**config.mk**
```make
export PLATFORM = sky130hd
export DESIGN_NAME = datapath_sequencer
export DESIGN_NICKNAME = d
export VERILOG_FILES = /design/src/rtl/seq_pkg.sv /design/src/rtl/seq_opcode_classify.sv /design/src/rtl/datapath_sequencer.sv
export SDC_FILE = /design/constraint.sdc
export NUM_CORES = 1
export LEC_CHECK = 0
export CAP_MARGIN = 20
export CORE_ASPECT_RATIO = 0.8
export CORE_MARGIN = 5
export CORE_UTILIZATION = 28
export DETAILED_ROUTE_END_ITERATION = 8
export GPL_TIMING_DRIVEN = 0
export HOLD_SLACK_MARGIN = 0.05
export PLACE_DENSITY = 0.65
export SLEW_MARGIN = 10
export SYNTH_ARGS = -nofsm -noshare
export SYNTH_HDL_FRONTEND = slang
export SYNTH_SLANG_ARGS = --single-unit
```
**constraint.sdc**
```tcl
create_clock -name clk -period 6.5 [get_ports clk]
set_input_delay 0.65 -clock clk [delete_from_list [all_inputs] [get_ports clk]]
set_output_delay 0.65 -clock clk [all_outputs]
set_load 0.02 [all_outputs]
```
**src/rtl/seq_pkg.sv**
```systemverilog
// Shared types and constants for the datapath sequencer.
// Consumed by datapath_sequencer and seq_opcode_classify.
package seq_pkg;

  typedef enum logic [2:0] {
    IDLE,
    FETCH,
    DECODE,
    EXECUTE,
    WRITEBACK,
    HALT
  } state_t;

  localparam logic [5:0] OP_RTYPE = 6'h00;
  localparam logic [5:0] OP_IMM   = 6'h3F;
  localparam logic [5:0] OP_HALT  = 6'h3E;

  localparam int OPCODE_MSB = 31;
  localparam int OPCODE_LSB = 26;
  localparam int FUNCT_MSB  = 5;
  localparam int FUNCT_LSB  = 0;

  localparam int PC_STEP = 4;

  function automatic logic [5:0] opcode_of(
    input logic [31:0] ir
  );
    return ir[OPCODE_MSB:OPCODE_LSB];
  endfunction

endpackage

```
**src/rtl/seq_opcode_classify.sv**
```systemverilog
// Combinational opcode classifier for the decode step.
// Exactly one of is_exec/is_halt/is_illegal is high.
module seq_opcode_classify
  import seq_pkg::*;
(
  input  logic [5:0] opcode,
  output logic       is_exec,
  output logic       is_halt,
  output logic       is_illegal
);

  always_comb begin
    is_exec    = 1'b0;
    is_halt    = 1'b0;
    is_illegal = 1'b0;
    unique case (1'b1)
      (opcode == OP_RTYPE),
      (opcode == OP_IMM):  is_exec    = 1'b1;
      (opcode == OP_HALT): is_halt    = 1'b1;
      default:             is_illegal = 1'b1;
    endcase
  end

endmodule

```
**src/rtl/datapath_sequencer.sv**
```systemverilog
// Multi-cycle fetch/decode/execute/writeback controller.
// Optional fetch timeout enabled by defining SEQ_TIMEOUT_EN.
module datapath_sequencer
  import seq_pkg::*;
#(
  parameter int                   PC_WIDTH       = 32,
  parameter logic [PC_WIDTH-1:0]  RESET_PC       = '0,
  parameter int                   ALU_LATENCY    = 1,
  parameter int                   TIMEOUT_CYCLES = 16
) (
  input  logic                clk,
  input  logic                reset,
  input  logic                start,
  output logic                imem_req,
  output logic [PC_WIDTH-1:0] imem_addr,
  input  logic                imem_ack,
  input  logic [31:0]         imem_rdata,
  output logic [31:0]         instr,
  output logic                alu_en,
  output logic                rf_we,
  output logic [PC_WIDTH-1:0] pc,
  output logic                busy,
  output logic                halted,
  output logic                illegal,
  output logic                timeout,
  output logic [31:0]         retired
);

  localparam int LW =
    (ALU_LATENCY > 1) ? $clog2(ALU_LATENCY) : 1;

  state_t state_q;
  state_t state_d;

  logic [LW-1:0] lat_q;
  logic          lat_done;
  logic          tmo_hit;
  logic          is_exec;
  logic          is_halt;
  logic          is_illegal;

  seq_opcode_classify u_classify (
    .opcode     (opcode_of(instr)),
    .is_exec    (is_exec),
    .is_halt    (is_halt),
    .is_illegal (is_illegal)
  );

  assign lat_done = (lat_q == '0);

  always_ff @(posedge clk or posedge reset) begin
    if (reset) state_q <= IDLE;
    else       state_q <= state_d;
  end

  always_comb begin
    state_d = state_q;
    unique case (state_q)
      IDLE: begin
        if (start) state_d = FETCH;
      end
      FETCH: begin
        if (imem_ack)     state_d = DECODE;
        else if (tmo_hit) state_d = HALT;
      end
      DECODE: begin
        // halt and illegal opcodes both park in HALT
        if (is_exec) state_d = EXECUTE;
        else         state_d = HALT;
      end
      EXECUTE: begin
        if (lat_done) state_d = WRITEBACK;
      end
      WRITEBACK: state_d = FETCH;
      HALT:      state_d = HALT;
      default:   state_d = IDLE;
    endcase
  end

  assign imem_req  = (state_q == FETCH);
  assign imem_addr = pc;
  assign alu_en    = (state_q == EXECUTE);
  assign rf_we     = (state_q == WRITEBACK);
  assign halted    = (state_q == HALT);
  assign busy      = (state_q == FETCH)
                   | (state_q == DECODE)
                   | (state_q == EXECUTE)
                   | (state_q == WRITEBACK);

  always_ff @(posedge clk or posedge reset) begin
    if (reset) begin
      pc      <= RESET_PC;
      instr   <= '0;
      retired <= '0;
      lat_q   <= '0;
      illegal <= 1'b0;
    end else begin
      if (state_q == FETCH && imem_ack)
        instr <= imem_rdata;
      // counter loads in DECODE so it is fresh on EXECUTE entry
      if (state_q == DECODE) begin
        lat_q <= LW'(ALU_LATENCY - 1);
        if (is_illegal) illegal <= 1'b1;
      end else if (state_q == EXECUTE && !lat_done) begin
        lat_q <= lat_q - 1'b1;
      end
      if (state_q == WRITEBACK) begin
        pc      <= pc + PC_WIDTH'(PC_STEP);
        retired <= retired + 32'd1;
      end
    end
  end

`ifdef SEQ_TIMEOUT_EN
  localparam int TW = $clog2(TIMEOUT_CYCLES + 1);

  logic [TW-1:0] tmo_q;
  logic          tmo_flag;

  assign tmo_hit = (state_q == FETCH) && !imem_ack
                && (tmo_q == TW'(TIMEOUT_CYCLES - 1));

  // held at zero outside FETCH, so every entry starts clean
  always_ff @(posedge clk or posedge reset) begin
    if (reset) begin
      tmo_q    <= '0;
      tmo_flag <= 1'b0;
    end else begin
      if (state_q != FETCH) tmo_q <= '0;
      else if (!imem_ack)   tmo_q <= tmo_q + 1'b1;
      if (tmo_hit) tmo_flag <= 1'b1;
    end
  end

  assign timeout = tmo_flag;
`else
  assign tmo_hit = 1'b0;
  assign timeout = 1'b0;
`endif

endmodule
```
Word-level counts from Yosys, hierarchy flattened:

Cells that the tools add are included.

* memories kept: 0
* bits in read-only memories: 0
* latch bits: 0
* register bits: 101
* RAM bits: 0

* reductions and logical operators: 9
* equal/unequal tests: 10
* shift-type cells: 0
* $lt $le $gt $ge: 0
* bitwise gates (word level): 4
* multiply operators: 0
* muxes and demuxes: 8
* div/mod/pow operators: 0
* add/sub/neg operators: 3

Operator list (number)
* adder 32 x 1 -> 32 bit, second input constant: 1
* adder 32 x 3 -> 32 bit, second input constant: 1
* one-hot mux 3 bit (6 select lines): 1
* == test 6 bit, second input constant: 2
* 2-to-1 mux 3 bit: 4
* == test 3 x 2 -> 1 bit, second input constant: 2
* == test 3 bit, second input constant: 2
* logical NOT 6 bit: 1
* inequality test 2 bit, second input constant: 2
* == test 3 x 1 -> 1 bit, second input constant: 1
* logical NOT 3 bit: 1
* 2-to-1 mux 1 bit: 3
* bitwise OR 1 bit: 3
* AND reduction 3 bit: 1
* OR reduction 3 bit: 1
* logical AND 1 bit: 2
* inequality test 2 x 1 -> 1 bit, second input constant: 1
* AND reduction 2 bit: 1
* nonzero test 2 bit: 1
* OR reduction 2 bit: 1
* inverter 1 bit: 1
* subtractor 1 bit, second input constant: 1

Depth between registers and ports, before layout:

* depth in word-level cells: 5
* mapped depth: 8
* mapped depth without buffers: 5

Hierarchy:

From an unflattened synthesis, not the netlist that was laid out.

* cells, all modules: 395
* area total of the unflattened synthesis: 4594.4 µm²

By module, submodules not included
* datapath_sequencer: seq. area each 2477.4 µm², area each 4538.1 µm², times used 1, cells an instance 387
* seq_opcode_classify: seq. area each 0.0 µm², area each 56.3 µm², times used 1, cells an instance 8

Worst setup path after synthesis:

No wires, ideal clock.

* kind: flip-flop to flip-flop
* from: reg state_q[1]
* to: reg instr[11]
* clock period less this slack: 2.088 ns
* stages on the path, launching flop included: 7
* path slack: 4.412 ns
* arrival time: 1.963 ns
* library setup time: 0.125 ns
* cell sequence: dfrtp_1 buf_6 nor3_1 and2_1 clkbuf_1 buf_2 mux2_2

* word-level cells in the longest chain between the ends: 2

RTL lines
* start, declared: RTL line datapath_sequencer.sv:32 `state_t state_q;`
* start signal, assigned: RTL line datapath_sequencer.sv:53 `else state_q <= state_d;`
* == test 3 x 1 -> 1 bit
* named net imem_req: RTL line datapath_sequencer.sv:14 `output logic imem_req,`
* logical AND 1 bit: RTL line datapath_sequencer.sv:98 `if (state_q == FETCH && imem_ack)`
* end signal, assigned: RTL line datapath_sequencer.sv:99 `instr <= imem_rdata;`
* end, declared: RTL line datapath_sequencer.sv:18 `output logic [31:0] instr,`

The timed path passes the listed nets, and every way through them passes these cells.
A chain may end at the register's enable or synchronous reset.

Worst setup path after layout:

* from: reg state_q[1]
* to: out rf_we

* word-level cells in the longest chain between the ends: 1

RTL lines
* == test 3 bit: RTL line datapath_sequencer.sv:83 `assign rf_we = (state_q == WRITEBACK);`
* end, declared: RTL line datapath_sequencer.sv:20 `output logic rf_we,`

Every way passes these cells.

==> impl_metrics.prom <==
# TYPE chip_impl_metric gauge
chip_impl_info{name="status",value="completed"} 1
chip_impl_info{name="ys_dominant_reg_cell",value="sky130_fd_sc_hd__dfrtp_1"} 1
chip_impl_metric{name="finalWorstPathRequiredPeriod",unit="ps"} 2780
chip_impl_metric{name="ant_nets",unit=""} 0
chip_impl_metric{name="first_global_vias",unit=""} 3532
chip_impl_metric{name="post_cts.repair.setup_buffers",unit=""} 0
chip_impl_metric{name="totalWireLength",unit="um"} 11300
chip_impl_metric{name="finalSetupTns",unit="ps"} 0
chip_impl_metric{name="final_critical_path_share_of_the_clock_period",unit="%"} 42.7
chip_impl_metric{name="timing.slew.headroom",unit="%"} 66.1
chip_impl_info{name="tritoncts",value="built"} 1
chip_impl_metric{name="synth.ff_latch_count",unit=""} 99
chip_impl_info{name="path_class",value="reg2out"} 1
chip_impl_metric{name="vias_per_cell",unit=""} 4.40
chip_impl_metric{name="net_total_in_the_final_layout",unit=""} 604
chip_impl_metric{name="leakagePower",unit="uW"} 0.00295
chip_impl_metric{name="grt_first_pass_wirelength",unit="um"} 18700
chip_impl_metric{name="grt_max_degree",unit=""} 63
chip_impl_metric{name="post_cts.resized_instances",unit=""} 0
chip_impl_metric{name="antenna_found_initial",unit=""} 0
chip_impl_metric{name="cell_count_after_synthesis",unit=""} 385
chip_impl_metric{name="cts_sinks",unit=""} 99
chip_impl_info{name="hold_path_class",value="reg2reg"} 1
chip_impl_metric{name="finalPower",unit="uW"} 2280
chip_impl_metric{name="drt_first_iter_violations",unit=""} 112
chip_impl_metric{name="wl_met2",unit="um"} 5400
chip_impl_metric{name="cts.path.max_buffers",unit=""} 2
chip_impl_metric{name="numCtsBuffers",unit=""} 9
chip_impl_metric{name="worst_ir_drop_vdd",unit="V"} 0.000187
chip_impl_metric{name="die_h",unit="um"} 125
chip_impl_metric{name="fp.dieArea",unit="um2"} 19100
chip_impl_metric{name="dp_slack",unit="ps"} 4070
chip_impl_metric{name="detailroute.via_count",unit=""} 3461
chip_impl_metric{name="placementRows",unit=""} 41
chip_impl_info{name="clk_root_buffer_cell",value="sky130_fd_sc_hd__clkbuf_16"} 1
chip_impl_metric{name="overflow_after_grt",unit=""} 0
chip_impl_metric{name="wirelength_met1",unit="um"} 4870
chip_impl_metric{name="die_width",unit="um"} 153
chip_impl_metric{name="post-dp-hpwl",unit="um"} 8600
chip_impl_metric{name="cts.clk_slew.worst_paths",unit="ps"} 70
chip_impl_metric{name="yosys_warnings",unit=""} 0
chip_impl_metric{name="mean_instance_size_in_the_synthesized_netlist",unit="um2"} 11.9
chip_impl_metric{name="gpl.final_weighted_congestion",unit=""} 0.758
chip_impl_metric{name="drc",unit=""} 0
chip_impl_info{name="setup.worst_path.start_class",value="flop"} 1
chip_impl_metric{name="drv.max_cap_violation_count",unit=""} 0
chip_impl_metric{name="htree_num_levels",unit=""} 3
chip_impl_metric{name="layout-drive-gt1-share",unit="%"} 17.2
chip_impl_metric{name="post-route-util",unit="%"} 43.0
chip_impl_info{name="unrepaired_setup_endpoints_after_global_routing",value="false"} 1
chip_impl_metric{name="cts_hold_buf",unit=""} 0
chip_impl_metric{name="synth-async-reset-ratio",unit="%"} 100
chip_impl_metric{name="cp_data_required_time",unit="ps"} 5850
chip_impl_metric{name="floorplan.initialDensity",unit="%"} 28.8
chip_impl_metric{name="number_of_enable_type_register_cells_in_the_synthesized_netlist",unit=""} 0
chip_impl_metric{name="synth.cell_area",unit="um2"} 4600
chip_impl_metric{name="clock_insertion_delay_worst_skew",unit="ps"} 340
chip_impl_metric{name="met3_length",unit="um"} 872
chip_impl_metric{name="num_antenna_cells",unit=""} 0
chip_impl_info{name="critPathCaptureType",value="primary output"} 1
chip_impl_metric{name="worst-r2r-setup-slack",unit="ps"} 4460
chip_impl_metric{name="drt_pass1_iterations",unit=""} 4
chip_impl_info{name="dr.max_layer_used",value="met4"} 1
chip_impl_metric{name="worst_slack",unit="ps"} 3720
chip_impl_metric{name="synth_unique_cells",unit=""} 37
chip_impl_metric{name="flow.area_growth_from_synthesis",unit="%"} 49.4
chip_impl_metric{name="finalMaxSlewViolations",unit=""} 0
chip_impl_metric{name="seq_area_frac_synth",unit="%"} 53.9
chip_impl_metric{name="final_hold_viol_count",unit=""} 0
chip_impl_metric{name="wl_per_instance",unit="um"} 14.3
chip_impl_metric{name="power_per_cell_area",unit="nW/um2"} 332
chip_impl_metric{name="groute.usage.overall",unit="%"} 11.8
chip_impl_metric{name="top_level_ports",unit=""} 171
chip_impl_metric{name="port_buffers",unit=""} 165
chip_impl_metric{name="fmax",unit="MHz"} 360
chip_impl_metric{name="final.setup_skew",unit="ps"} 8.16
chip_impl_metric{name="core_box_area",unit="um2"} 16000
chip_impl_metric{name="worst_pin_slew",unit="ps"} 509
chip_impl_metric{name="cp_max_fo",unit=""} 10
chip_impl_metric{name="report.final.setup_viol",unit=""} 0
chip_impl_metric{name="worst_ep_arrival_time",unit="ps"} 2130
-- cells in the final DEF, fill, tap and decap left out, types with 5 or more instances in the layout --
| cell type | netlist | routed |
|---|---|---|
| sky130_fd_sc_hd__and4_1 | 14 | 14 |
| sky130_fd_sc_hd__xnor2_1 | 45 | 45 |
| sky130_fd_sc_hd__and3_1 | 9 | 9 |
| sky130_fd_sc_hd__nor3_1 | 9 | 9 |
| sky130_fd_sc_hd__and2_1 | 10 | 10 |
| sky130_fd_sc_hd__conb_1 | 1 | 5 |
| sky130_fd_sc_hd__clkbuf_16 | 0 | 9 |
| sky130_fd_sc_hd__xor2_1 | 16 | 16 |
| sky130_fd_sc_hd__nand3_1 | 23 | 23 |
| sky130_fd_sc_hd__clkdlybuf4s50_1 | 0 | 165 |
| sky130_fd_sc_hd__nor2_1 | 9 | 9 |
| sky130_fd_sc_hd__mux2_2 | 33 | 33 |
| sky130_fd_sc_hd__inv_1 | 7 | 6 |
| sky130_fd_sc_hd__nand4_1 | 18 | 18 |
| sky130_fd_sc_hd__buf_4 | 38 | 38 |
| sky130_fd_sc_hd__clkbuf_1 | 6 | 7 |
| sky130_fd_sc_hd__dfrtp_1 | 99 | 99 |
| sky130_fd_sc_hd__nand2_1 | 16 | 16 |
-- through the flow --
step	cells	cell area [um2]	hold slack, ps
2_1_floorplan	389	4610	500
3_3_place_gp	769	6530	442
3_5_place_dp	770	6560	451
4_1_cts	786	6870	466
5_1_grt	786	6870	482
6_report	786	6870	462
-- flip-flops by register name, summed over array words and instances, names as in the netlist --
register,count
retired,32
imem_addr,30
instr,32
illegal,1
lat_q,1
state_q,3
-- layout make-up --
cell class / count / area [um2]
clock buffer: 11 / 243
tap: 215 / 269
timing repair buffer: 166 / 1680
clock inverter: 5 / 61.3
multi-input combinational: 231 / 1750
fill: 1467 / 9090
buffer: 51 / 354
inverter: 8 / 37.5
sequential: 99 / 2480
-- synth_stat cells, types with 2 or more instances --
library cell               number  area [um2]
sky130_fd_sc_hd__clkbuf_1       6        22.5
sky130_fd_sc_hd__nand3_1       23         115
sky130_fd_sc_hd__nand4_1       18         113
sky130_fd_sc_hd__a21oi_1        3        15.0
sky130_fd_sc_hd__ha_1           2        25.0
sky130_fd_sc_hd__and3_1         9        56.3
sky130_fd_sc_hd__xnor2_1       45         394
sky130_fd_sc_hd__inv_1          7        26.3
sky130_fd_sc_hd__buf_4         38         285
sky130_fd_sc_hd__nor3_1         9        45.0
sky130_fd_sc_hd__dfrtp_1       99        2480
sky130_fd_sc_hd__mux2_2        33         372
sky130_fd_sc_hd__buf_2          4        20.0
sky130_fd_sc_hd__and2_1        10        62.6
sky130_fd_sc_hd__buf_6          2        22.5
sky130_fd_sc_hd__and4_1        14         123
sky130_fd_sc_hd__nor2_1         9        33.8
sky130_fd_sc_hd__nor4_1         4        25.0
sky130_fd_sc_hd__xor2_1        16         140
sky130_fd_sc_hd__nand2_1       16        60.1
sky130_fd_sc_hd__a21o_1         2        15.0
-- path summary, 6_finish.rpt --
kind	cells past startpoint	startpoint	to
worst max-delay path	5	state_q[1]	rf_we
worst min-delay path	1	illegal	illegal
worst max register to register	7	state_q[1]	retired[29]
worst min register to register	1	illegal	illegal
max in group asynchronous	3	reset	retired[17]
min in group asynchronous	2	reset	instr[18]
-- per-layer routing --
| metal | track usage (%) | up-vias |
|---|---|---|
| li1 | - | 1650 |
| met1 | 14.6 | 1698 |
| met2 | 19.1 | 101 |
| met3 | 4.93 | 12 |
| met4 | 3.14 | 0 |
| met5 | 0 | - |
-- power by group --
| part | leakage [uW] | internal, uW | total [uW] | switching [uW] |
|---|---|---|---|---|
| sequential | 0.00129 | 754 | 854 | 100 |
| combinational | 0.00151 | 465 | 883 | 418 |
| clock | 0.000150 | 311 | 541 | 230 |
| total | 0.00295 | 1530 | 2280 | 748 |
-- critical path, cell delays in order, from the launching register on --
cell,delay [ps]
sky130_fd_sc_hd__dfrtp_1,370
sky130_fd_sc_hd__buf_6,130
sky130_fd_sc_hd__or3b_1,380
sky130_fd_sc_hd__buf_6,160
sky130_fd_sc_hd__inv_6,90
sky130_fd_sc_hd__clkdlybuf4s50_1,640
-- cells by family (layout without fill, tap and decap cells) --
kind of cell,Yosys count,in the layout,synth area share [%]
simple gates,119,119,15.6
flops,99,99,53.9
xor+xnor,61,61,11.6
buf+inv,59,241,8.46
mux,34,34,8.33
compound gates,10,10,1.47
fa+ha+maj,2,2,0.544
other cells,1,5,0.0816
Power figures use the tool's default switching activity.
